==> src/rtl/poly_wave_synth.sv <==
// poly_wave_synth
//   N-voice wavetable synthesiser. Each voice owns a fractional phase
//   accumulator; all voices share one wave ROM port, read one voice per
//   cycle. The enabled voices are averaged with a sequential restoring
//   divider, producing one mixed sample per accepted sample_tick.
//
// Ports
//   clk          system clock
//   rst_n        asynchronous active-low reset
//   sample_tick  one-cycle request for a new output sample
//   voice_en     per-voice enable (bit i = voice i)
//   voice_step   per-voice phase increment, voice i at [i*PH_W +: PH_W]
//   voice_wave   per-voice waveform select (0 sine, 1 tri, 2 square, 3 saw)
//   rom_addr     wave ROM address {wave, phase_int}
//   rom_data     ROM read data, valid one cycle after rom_addr
//   sample_out   mixed sample, holds between updates
//   sample_valid one-cycle pulse when sample_out updates
//   busy         high whenever the FSM is not idle
//   overrun      sticky flag: a tick arrived while busy
//
// state   | meaning
// --------+-----------------------------------------------------------
// S_IDLE  | waiting for sample_tick
// S_FETCH | one cycle per voice: issue ROM read, advance phase
// S_DRAIN | accumulate the last voice's ROM data
// S_DIV   | SUM_W restoring-division iterations, sum / cnt
// S_DONE  | load sample_out, pulse sample_valid, back to idle
module poly_wave_synth #(
    parameter int NUM_VOICES = 3,
    parameter int ADDR_W     = 12,
    parameter int FRAC_W     = 8,
    parameter int SAMPLE_W   = 8,
    parameter int CNT_W      = $clog2(NUM_VOICES + 1),
    parameter int SUM_W      = SAMPLE_W + CNT_W
) (
    input  logic                                   clk,
    input  logic                                   rst_n,
    input  logic                                   sample_tick,
    input  logic [NUM_VOICES-1:0]                  voice_en,
    input  logic [NUM_VOICES*(ADDR_W+FRAC_W)-1:0]  voice_step,
    input  logic [NUM_VOICES*2-1:0]                voice_wave,
    output logic [ADDR_W+1:0]                      rom_addr,
    input  logic [SAMPLE_W-1:0]                    rom_data,
    output logic [SAMPLE_W-1:0]                    sample_out,
    output logic                                   sample_valid,
    output logic                                   busy,
    output logic                                   overrun
);

    localparam int PH_W   = ADDR_W + FRAC_W;
    localparam int SLOT_W = (NUM_VOICES > 1) ? $clog2(NUM_VOICES) : 1;
    localparam int DIV_W  = (SUM_W > 1) ? $clog2(SUM_W) : 1;

    localparam logic [SLOT_W-1:0] LAST_SLOT = SLOT_W'(NUM_VOICES - 1);
    localparam logic [DIV_W-1:0]  DIV_LAST  = DIV_W'(SUM_W - 1);

    localparam logic [2:0] S_IDLE  = 3'd0;
    localparam logic [2:0] S_FETCH = 3'd1;
    localparam logic [2:0] S_DRAIN = 3'd2;
    localparam logic [2:0] S_DIV   = 3'd3;
    localparam logic [2:0] S_DONE  = 3'd4;

    logic [2:0]          state;
    logic [SLOT_W-1:0]   slot;
    logic [PH_W-1:0]     phase [NUM_VOICES];
    logic                en_d;
    logic [SUM_W-1:0]    sum;
    logic [CNT_W-1:0]    cnt;
    logic [CNT_W-1:0]    rem;
    logic [DIV_W-1:0]    div_cnt;
    logic [ADDR_W+1:0]   rom_addr_q;

    logic [ADDR_W-1:0]   cur_int;
    logic [1:0]          cur_wave;
    logic                cur_en;
    logic [ADDR_W+1:0]   fetch_addr;
    logic [SUM_W-1:0]    sum_acc;
    logic [CNT_W:0]      trial;
    logic                take;
    logic [CNT_W-1:0]    diff;

    // Per-slot selection of the voice being fetched this cycle.
    always_comb begin
        cur_int  = '0;
        cur_wave = '0;
        cur_en   = 1'b0;
        for (int i = 0; i < NUM_VOICES; i++) begin
            if (slot == SLOT_W'(i)) begin
                cur_int  = phase[i][PH_W-1:FRAC_W];
                cur_wave = voice_wave[i*2 +: 2];
                cur_en   = voice_en[i];
            end
        end
    end

    assign fetch_addr = {cur_wave, cur_int};
    // The address is driven straight from the phase during FETCH so the ROM
    // data lands one cycle later; outside FETCH the last address is held.
    assign rom_addr   = (state == S_FETCH) ? fetch_addr : rom_addr_q;
    assign busy       = (state != S_IDLE);
    assign sum_acc    = sum + SUM_W'(rom_data);

    // Restoring divider step: the dividend shifts out of sum's MSB into the
    // remainder while quotient bits shift into sum's LSB. Since rem < cnt,
    // the low CNT_W bits of the subtraction are exact whenever take is set.
    assign trial = {rem, sum[SUM_W-1]};
    assign take  = (trial >= {1'b0, cnt});
    assign diff  = trial[CNT_W-1:0] - cnt;

    always_ff @(posedge clk or negedge rst_n) begin
        if (!rst_n) begin
            for (int i = 0; i < NUM_VOICES; i++) begin
                phase[i] <= '0;
            end
        end else if (state == S_FETCH) begin
            for (int i = 0; i < NUM_VOICES; i++) begin
                if (slot == SLOT_W'(i)) begin
                    // A disabled voice parks at phase 0 so it restarts cleanly.
                    phase[i] <= voice_en[i] ? phase[i] + voice_step[i*PH_W +: PH_W] : '0;
                end
            end
        end
    end

    always_ff @(posedge clk or negedge rst_n) begin
        if (!rst_n) begin
            state        <= S_IDLE;
            slot         <= '0;
            en_d         <= 1'b0;
            sum          <= '0;
            cnt          <= '0;
            rem          <= '0;
            div_cnt      <= '0;
            rom_addr_q   <= '0;
            sample_out   <= '0;
            sample_valid <= 1'b0;
            overrun      <= 1'b0;
        end else begin
            sample_valid <= 1'b0;
            if (sample_tick && (state != S_IDLE)) begin
                overrun <= 1'b1;
            end
            case (state)
                S_IDLE: begin
                    if (sample_tick) begin
                        state <= S_FETCH;
                        slot  <= '0;
                        sum   <= '0;
                        cnt   <= '0;
                        rem   <= '0;
                        en_d  <= 1'b0;
                    end
                end
                S_FETCH: begin
                    rom_addr_q <= fetch_addr;
                    en_d       <= cur_en;
                    if (en_d) begin
                        sum <= sum_acc;
                        cnt <= cnt + 1'b1;
                    end
                    if (slot == LAST_SLOT) begin
                        state <= S_DRAIN;
                    end else begin
                        slot <= slot + 1'b1;
                    end
                end
                S_DRAIN: begin
                    if (en_d) begin
                        sum <= sum_acc;
                        cnt <= cnt + 1'b1;
                    end
                    en_d    <= 1'b0;
                    div_cnt <= DIV_LAST;
                    state   <= S_DIV;
                end
                S_DIV: begin
                    sum <= {sum[SUM_W-2:0], take};
                    rem <= take ? diff : trial[CNT_W-1:0];
                    if (div_cnt == '0) begin
                        state <= S_DONE;
                    end else begin
                        div_cnt <= div_cnt - 1'b1;
                    end
                end
                S_DONE: begin
                    // With no active voice the divider output is meaningless.
                    sample_out   <= (cnt == '0) ? '0 : sum[SAMPLE_W-1:0];
                    sample_valid <= 1'b1;
                    state        <= S_IDLE;
                end
                default: state <= S_IDLE;
            endcase
        end
    end

endmodule

==> config.mk <==
export PLATFORM = sky130hd
export DESIGN_NAME = poly_wave_synth
export DESIGN_NICKNAME = d
export VERILOG_FILES = /design/src/rtl/poly_wave_synth.sv
export SDC_FILE = /design/constraint.sdc
export NUM_CORES = 1
export LEC_CHECK = 0
export CAP_MARGIN = 10
export CORE_ASPECT_RATIO = 1.25
export CORE_MARGIN = 2
export CORE_UTILIZATION = 53
export CTS_BUF_LIST = sky130_fd_sc_hd__clkbuf_4 sky130_fd_sc_hd__clkbuf_8
export CTS_CLUSTER_DIAMETER = 100
export DETAILED_ROUTE_END_ITERATION = 8
export HOLD_SLACK_MARGIN = 0.05
export PLACE_DENSITY = 0.85
export SLEW_MARGIN = 20
export SYNTH_ARGS = -nofsm -noshare
export SYNTH_HDL_FRONTEND = slang
export SYNTH_SLANG_ARGS = --single-unit
==> constraint.sdc <==
create_clock -name clk -period 4 [get_ports clk]
set_clock_uncertainty 0.05 [all_clocks]
set_input_delay 0.8 -clock clk [delete_from_list [all_inputs] [get_ports clk]]
set_output_delay 0.8 -clock clk [all_outputs]
set_load 0.02 [all_outputs]
==> reports/results.ini <==
[grt]
grt_util_all_layers_pct = 25.4
antenna_found_initial = 0
grt_overflow = 0
grt_start_max_net_pins = 59
grt_pass1_vias = 6867
grt_pass1_wl_um = 32700

[logic_synthesis]
synth_cell_type_count = 65
synth-seq-cells = 108
syn_nets = 1108
netlist_top_cells_area = dfrtp_1, ha_1, nand2_1
ys_warn_count = 0
ys_seq_area_share_pct = 34.1
synth_edf_count = 0
async_flop_share_pct = 100
synth_cells = 951
syn_area_per_cell_sq_um = 8.34
ys.flop_type = dfrtp_1
syn_area_sq_um = 7930
yosys.area.top_type = dfrtp_1
synth_top_area_share_pct = 34.1

[placed_design]
portBuffers = 104
post-place-cells = 1201
gp_congestion = 0.921
dp_hpwl_um = 15000

[floorplan]
start_util_pct = 53.5
die_y_um = 141
chipWidth_um = 113
coreArea_sq_um = 14800
boundaryPins = 105
rows = 50
dieArea_sq_um = 16000

[route]
drc = 0
drt_iter0_drc = 473
dr.pass1.iters = 5
routed_via_density = 5.92
routed_wl_um = 19900
ant_nets = 0
wl_per_cell_um = 16.4
vias = 7205

[cts]
clk_path_buf_depth = 2
cts_tree = done
clockRootBuffer = clkbuf_8
postCtsSetupBuffers = 0
clk_pin_slew_ns = 0.11
clkLatencyLatePin_ns = 0.39
ctsHoldBuffers = 0
cts-resized-gates = 0
cts_buffers = 9
cts.htree.levels = 3
cts_sinks = 108

[pwr]
irDropWorstVdd_v = 0.000334
p_sw_share_pct = 47.7
p_switching_w = 0.00338
total_leakage_power_nw = 4.13
clkPwrFrac_pct = 9.4
pwr_density_cell_nw_per_um2 = 762
pwr-share-comb_pct = 63.0
intPower_w = 0.00371
pwr-share-seq_pct = 27.6

[run]
drv_cap = 0

[timing]
fin_crit_ns = 3.82
setup_viol = 0
tns_ns = 0
final_max_slew_viol_count = 0
tightest_slew_ns = 0.751
final_min_period_over_clock_period_pct = 95.6
fmax_mhz = 262
slew_headroom_pct = 49.8
hold_viol = 0
rsz0062_at_grt = false

[layout]
final_common_cell = nand2_1
drive_gt1_share_pct = 3.86
layout_common_cells = nand2_1, dfrtp_1, clkdlybuf4s50_1
nNetsFinal = 1187
num_antenna_cells = 0
fill_cells = 1317
multi_input_area_sq_um = 4940
register_area_sq_um = 2700
layout.cells.non_filler = 1217
final_core_util_pct = 62.7
syn2layout_area_growth_pct = 17.3

[worst_setup_path]
crit_type = reg -> out
setup.worst_path.start_class = flip-flop
cp.arrival_ns = 2.97
worstPathMaxFanout = 13
required_ns = 3.15
end_kind = output port

[worst_hold_path]
hold_class = in -> async

[outcome]
status = finished clean

Yosys cell counts (4+ instances only):
library cell / number
a211oi_1: 10
a21o_1: 19
a21oi_1: 77
a221oi_1: 4
a22o_1: 4
a22oi_1: 18
a31oi_1: 8
and3_1: 8
clkbuf_1: 47
dfrtp_1: 108
fa_1: 4
ha_1: 73
inv_1: 26
mux2i_1: 5
nand2_1: 127
nand2b_1: 12
nand3_1: 28
nand3b_1: 5
nand4_1: 8
nor2_1: 70
nor2b_1: 9
nor3_1: 16
o211ai_1: 11
o21a_1: 9
o21ai_0: 50
o21ai_1: 63
o21bai_1: 9
o31ai_1: 15
or3_1: 5
xnor2_1: 26
xor2_1: 26
sequential cells by signal (all words and copies together) (netlist names):
register      count
overrun           1
phase            60
sum              10
sample_valid      1
sample_out        8
rom_addr_q       14
div_cnt           4
state             3
rem               2
en_d              1
slot              2
cnt               2
cell families after synthesis:
logic type	share of synthesized area (%)
buf+inv	3.66
simple gates	17.2
mux	0.631
xor+xnor	5.74
compound gates	26.1
flops	34.1
fa+ha+maj	12.5
final timing paths:
check,from,endpoint,slack (ns),cells after the start
max in group asynchronous,rst_n,phase[45]$_DFFE_PN0P_,2.77,2
min in group clk,overrun$_DFFE_PN0P_,overrun$_DFFE_PN0P_,0.42,1
worst max register to register,phase[20]$_DFFE_PN0P_,phase[36]$_DFFE_PN0P_,1.16,9
worst min-delay path,rst_n,phase[33]$_DFFE_PN0P_,0.38,1
worst max-delay path,slot[0]$_DFFE_PN0P_,rom_addr[4],0.18,9
worst min register to register,overrun$_DFFE_PN0P_,overrun$_DFFE_PN0P_,0.42,1
final cells by class:
cell class / instances / area share, %
multi-input cells: 766 / 53.1
inverters: 29 / 1.17
clock buffers: 13 / 1.72
flip-flops and latches: 108 / 29.1
clock inverters: 3 / 0.229
repair buffers: 116 / 12.3
well taps: 182 / 2.45
power groups by stage:
| stage | clock network (W) | registers [W] | logic, W |
|---|---|---|---|
| 2_1_floorplan | 0 | 0.00187 | 0.00327 |
| 3_3_place_gp | 0 | 0.00195 | 0.00430 |
| 3_5_place_dp | 0 | 0.00197 | 0.00442 |
| 4_1_cts | 0.000681 | 0.00195 | 0.00444 |
| 5_1_grt | 0.000715 | 0.00201 | 0.00502 |
| 6_report | 0.000664 | 0.00196 | 0.00446 |
through the flow:
stage / hold WS, ns / area, sq um / worst slack [ns] / total power [W]
floorplan: 0.403 / 7930 / 0.893 / 0.00514
global placement: 0.390 / 9120 / 0.393 / 0.00625
detailed placement: 0.401 / 9120 / 0.338 / 0.00638
CTS: 0.403 / 9300 / 0.141 / 0.00707
global route: 0.440 / 9300 / 0.00663 / 0.00774
finish: 0.382 / 9300 / 0.176 / 0.00708
routing by layer:
metal / track usage [%] / share of wire (%) / wire, um
met3: 3.10 / 4.5 / 900
met5: 0 / 0 / 0
met4: 11.7 / 3.6 / 711
met1: 33.3 / 44 / 8780
met2: 42.0 / 48 / 9540
critical path, cell delays in order, from the launching register on:
cell	delay, ns
dfrtp_1	0.43
inv_1	0.13
ha_1	0.30
nor2b_1	0.17
buf_4	0.21
a22oi_1	0.09
nor2_1	0.11
a21oi_1	0.05
o21ai_0	0.40
clkdlybuf4s50_1	0.69
Power figures use the tool's default switching activity.
